File: src/rtl/mcycle_sequencer.sv
`default_nettype none
// ============================================================================
// mcycle_sequencer : M-cycle/T-state sequencer with bus strobes, wait
//                    stretching and HALT/STOP low-power control.  Rev 1.0
// ============================================================================
module mcycle_sequencer #(
  parameter int TSTATES    = 4,
  parameter int WAIT_MAX   = 15,
  parameter int OSC_CYCLES = 16
) (
  input  logic               CLK,
  input  logic               SYNC_RESET,
  input  logic               BUS_REQ,
  input  logic               BUS_WR,
  input  logic               WAIT,
  input  logic               HALT_REQ,
  input  logic               STOP_REQ,
  input  logic               IRQ_PEND,
  input  logic               WAKE,
  input  logic               OSC_STABLE,
  output logic [TSTATES-1:0] T,
  output logic               M_END,
  output logic               MREQ,
  output logic               RD,
  output logic               WR,
  output logic               BUS_ERR,
  output logic               CLK_ENA,
  output logic               OSC_ENA,
  output logic [1:0]         STATE
);

  localparam int TW = (TSTATES > 1) ? $clog2(TSTATES) : 1;
  localparam int WW = (WAIT_MAX > 0) ? $clog2(WAIT_MAX + 1) : 1;
  localparam int OW = (OSC_CYCLES > 1) ? $clog2(OSC_CYCLES) : 1;

  localparam logic [TW-1:0]      T_LAST = TW'(TSTATES - 1);
  localparam logic [TW-1:0]      T_WAIT = TW'(TSTATES - 2);
  localparam logic [WW-1:0]      W_MAX  = WW'(WAIT_MAX);
  localparam logic [OW-1:0]      O_LAST = OW'(OSC_CYCLES - 1);
  localparam logic [TSTATES-1:0] T_ONE  = TSTATES'(1);

  typedef enum logic [1:0] {
    S_RUN  = 2'd0,
    S_HALT = 2'd1,
    S_STOP = 2'd2,
    S_OSC  = 2'd3
  } state_t;

  state_t        state, state_n;
  logic [TW-1:0] tcnt, tcnt_n;
  logic [WW-1:0] wait_cnt, wait_cnt_n;
  logic [OW-1:0] osc_cnt, osc_cnt_n;
  logic          bus_act, bus_act_n;
  logic          bus_wr, bus_wr_n;
  logic          bus_err, bus_err_n;
  logic          run;
  logic          m_end;

  assign run   = (state == S_RUN);
  assign m_end = run && (tcnt == T_LAST);

  always_ff @(posedge CLK) begin
    if (SYNC_RESET) begin
      state    <= S_RUN;
      tcnt     <= '0;
      wait_cnt <= '0;
      osc_cnt  <= '0;
      bus_act  <= 1'b0;
      bus_wr   <= 1'b0;
      bus_err  <= 1'b0;
    end else begin
      state    <= state_n;
      tcnt     <= tcnt_n;
      wait_cnt <= wait_cnt_n;
      osc_cnt  <= osc_cnt_n;
      bus_act  <= bus_act_n;
      bus_wr   <= bus_wr_n;
      bus_err  <= bus_err_n;
    end
  end

  always_comb begin
    state_n    = state;
    tcnt_n     = tcnt;
    wait_cnt_n = wait_cnt;
    osc_cnt_n  = osc_cnt;
    bus_act_n  = bus_act;
    bus_wr_n   = bus_wr;
    bus_err_n  = 1'b0;

    case (state)
      S_RUN: begin
        if ((tcnt == T_WAIT) && bus_act && WAIT) begin
          // Stretch the cycle; at the limit force it to complete and flag it.
          if (wait_cnt == W_MAX) begin
            bus_err_n  = 1'b1;
            tcnt_n     = tcnt + TW'(1);
            wait_cnt_n = '0;
          end else begin
            wait_cnt_n = wait_cnt + WW'(1);
          end
        end else begin
          tcnt_n     = (tcnt == T_LAST) ? '0 : tcnt + TW'(1);
          wait_cnt_n = '0;
        end

        if (m_end) begin
          bus_act_n = BUS_REQ;
          bus_wr_n  = BUS_WR;
          if (STOP_REQ) begin
            state_n   = S_STOP;
            tcnt_n    = '0;
            bus_act_n = 1'b0;
          end else if (HALT_REQ) begin
            state_n   = S_HALT;
            tcnt_n    = '0;
            bus_act_n = 1'b0;
          end
        end
      end

      S_HALT: begin
        tcnt_n = '0;
        if (IRQ_PEND) begin
          state_n = S_RUN;
        end
      end

      S_STOP: begin
        tcnt_n = '0;
        if (WAKE) begin
          state_n   = S_OSC;
          osc_cnt_n = '0;
        end
      end

      S_OSC: begin
        tcnt_n = '0;
        if ((osc_cnt == O_LAST) && OSC_STABLE) begin
          state_n = S_RUN;
        end else if (osc_cnt != O_LAST) begin
          osc_cnt_n = osc_cnt + OW'(1);
        end
      end

      default: begin
        state_n = S_RUN;
        tcnt_n  = '0;
      end
    endcase
  end

  assign T       = run ? (T_ONE << tcnt) : '0;
  assign M_END   = m_end;
  assign MREQ    = run && bus_act;
  assign RD      = run && bus_act && !bus_wr;
  assign WR      = run && bus_act && bus_wr && (tcnt != '0) && (tcnt != T_LAST);
  assign BUS_ERR = bus_err;
  assign CLK_ENA = (state == S_RUN) || (state == S_HALT);
  assign OSC_ENA = (state != S_STOP);
  assign STATE   = state;

endmodule
`default_nettype wire

File: config.mk
export PLATFORM = sky130hd
export DESIGN_NAME = mcycle_sequencer
export DESIGN_NICKNAME = d
export VERILOG_FILES = /design/src/rtl/mcycle_sequencer.sv
export SDC_FILE = /design/constraint.sdc
export NUM_CORES = 1
export LEC_CHECK = 0
export ABC_CLOCK_PERIOD_IN_PS = 1700
export BUFFER_PORTS_ARGS = -buffer_cell sky130_fd_sc_hd__buf_2
export CORE_UTILIZATION = 35
export DETAILED_ROUTE_END_ITERATION = 8
export PLACE_DENSITY = 0.6
export SYNTH_ARGS = -nofsm -noshare
export SYNTH_HDL_FRONTEND = slang
export SYNTH_SLANG_ARGS = --single-unit
File: constraint.sdc
create_clock -name CLK -period 1.7 [get_ports CLK]
set_input_delay 0 -clock CLK [delete_from_list [all_inputs] [get_ports CLK]]
set_output_delay 0 -clock CLK [all_outputs]
set_load 0.01 [all_outputs]
==> out/summary.txt <==
Ys Warns: 0
Commonest cells post-synth: dfxtp_1, nand3_1, o21ai_0
Required @ worst endpoint: 1700 ps
worst hold endpoint: BUS_ERR
htree depth: 1
placed cell count: 154
crit-path max FO: 10
share of the synthesized area in the top cell type: 0.347
top-count cell post-synth: dfxtp_1
Async S/R FF share, synth: 0
clock slew at reported path FFs: 100 ps
setup ws final: 124 ps
Synth area leader: dfxtp_1
Worst setup SP type: register
Unique masters post-synth: 34
Final Max Tran Viols: 0
worst reg2reg path startpoint: STATE[1]
Synth area leaders: dfxtp_1, ha_1, nand3_1
Sink Count: 15
CTS tree: done
run status: completed
layout cell share with drive strength beyond 1: 0.237
Syn Area/Cell: 8.16 um2
Achievable Freq: 634 MHz
Ports: 23
DIE AREA: 2670 um2
Hold Path Class: primary input to register
setup_tns: 0 ps
die height: 51.7 um
mapped cell area: 865 um2
vias in the first global route: 749
drt wl/cell: 12.4 um
DR iter-0 viols: 20
via count: 871
Total GRT Usage: 0.171
non-filler cells, final: 163
Worst R2R Path Depth: 4
number of setup violations in the final report: 0
max_slew headroom: 0.571
antenna diode count: 0
final hold vios: 0
fin crit period: 1580 ps
Setup Fix Bufs, Post-CTS: 0
hpwl dp: 1470 um
min-delay src: WAIT
maxcap violations: 0
reg2reg end: osc_cnt[3]
synthesized instance count: 106
clock root buffer: clkbuf_4
Longest Clk Path Bufs: 2
CORE AREA: 2280 um2
r2r setup slk: 180 ps
CTS Buf Count: 3
area of the multi-input gates: 526 um2
Post-synth EDFFs: 0
hold slack: 21.2 ps
initial antenna violation count: 0
CP Data Arrival Time: 1580 ps
Initial Util: 0.380
largest net degree at the start of global routing: 13
Pleak: 0.466 nW
Rows: 17
power density over the cells: 767 nW/um2
first-pass GRT wire length: 3370 um
drt pass-1 iters: 4
Seq/Total Area, Yosys: 0.347
slowest CP cell: dfxtp_1
CP Capture Type: output pin
drt total wl: 2020 um
hold depth: 3
port buffer count: 22
Final Skew: 14.0 ps
Register Area: 300 um2
GPL Wtd Cong: 0.867
PnR Total Power: 0.839 mW
crit-path max cell delay: 350 ps
Final Net Count: 152
Tightest Pin Transition: 637 ps
synth-to-layout area growth: 26.5%
Final Cycle Share: 0.927
post-route ant nets: 0
Cell Chain, Critical Path: buf_4 > nor2_2 > nand2_1 > nor4b_1 > buf_2
Fill cells: 235
register bit total from synthesis: 15
worst slack, placed: 232 ps
Max IR drop VDD: 401 uV
crit path kind: register to output pin
die width: 51.7 um
Main synth FF type: dfxtp_1
Vias/cell: 5.34
worst skew pair latency: 290 ps
DRC Markers: 0
syn nets: 122
grt ovf: 0
stage by stage:
stage | util | instance area, um2
finish | 0.480 | 1090
global route | 0.480 | 1090
CTS | 0.477 | 1090
detailed placement | 0.443 | 1010
global placement | 0.443 | 1010
floorplan | - | 865
power by group:
part / internal (mW) / switching [mW]
Clock: 0.0875 / 0.126
Sequential: 0.371 / 0.0190
Combinational: 0.108 / 0.127
final cells by class:
cell class	instances	share of cell area
multi-input cells	80	0.481
inverters	6	0.0206
clock inverters	1	0.00458
clock buffers	3	0.0206
well taps	28	0.0320
flip-flops and latches	15	0.275
repair buffers	30	0.167
sequential cells by signal, indices dropped and copies added (netlist names):
register / count
BUS_ERR: 1
STATE: 2
bus_act: 1
bus_wr: 1
osc_cnt: 4
tcnt: 2
wait_cnt: 4
layout by cell type (no fill, tap or decap), drive strengths merged, types with 5 or more instances in the layout:
cell | netlist | final
a21oi | 6 | 6
buf | 1 | 25
dfxtp | 15 | 15
dlygate4sd3 | 0 | 5
ha | 6 | 6
inv | 6 | 6
nand2 | 7 | 7
nand3 | 9 | 9
nand4 | 5 | 5
nor2 | 5 | 5
o21ai | 8 | 8
worst max-delay path by stage:
stage	cells past startpoint	end	slack, ps	start
finish	5	WR	120	STATE[1]
global route	5	WR	-3	STATE[1]
CTS	5	WR	30	STATE[1]
detailed placement	5	wait_cnt[3]	230	tcnt[0]
global placement	5	wait_cnt[3]	260	tcnt[0]
floorplan	4	bus_wr	180	STATE[1]
critical path: cells and delay by family, from the launching register on:
kind | cells | cell delay, ps
flip-flops | 1 | 350
buffers and inverters | 2 | 370
AND/OR/NAND/NOR | 3 | 580
per-layer routing:
layer / wire length [um] / global-route usage / vias to the layer above
li1: - / - / 447
met1: 919 / 0.223 / 397
met2: 975 / 0.273 / 25
met3: 113 / 0.0614 / 2
met4: 14 / 0.0270 / 0
met5: 0 / 0 / -
kinds of logic (layout without fill, tap and decap cells):
logic type / Yosys count / in the layout / share of synthesized area
AOI/OAI and AO/OA: 23 / 23 / 0.162
and+or+nand+nor: 48 / 48 / 0.315
adders and majority gates: 6 / 6 / 0.0868
DFF: 15 / 15 / 0.347
muxes: 3 / 3 / 0.0347
buffers and inverters: 11 / 40 / 0.0535
repair_timing:
item                                    in CTS  in global routing
endpoints found under the hold margin        4                  0
resized for setup                            0                  2
hold buffers                                 5                  0
endpoints found under the setup margin       0                  3
Note: power is estimated with default switching activity, not from simulation.
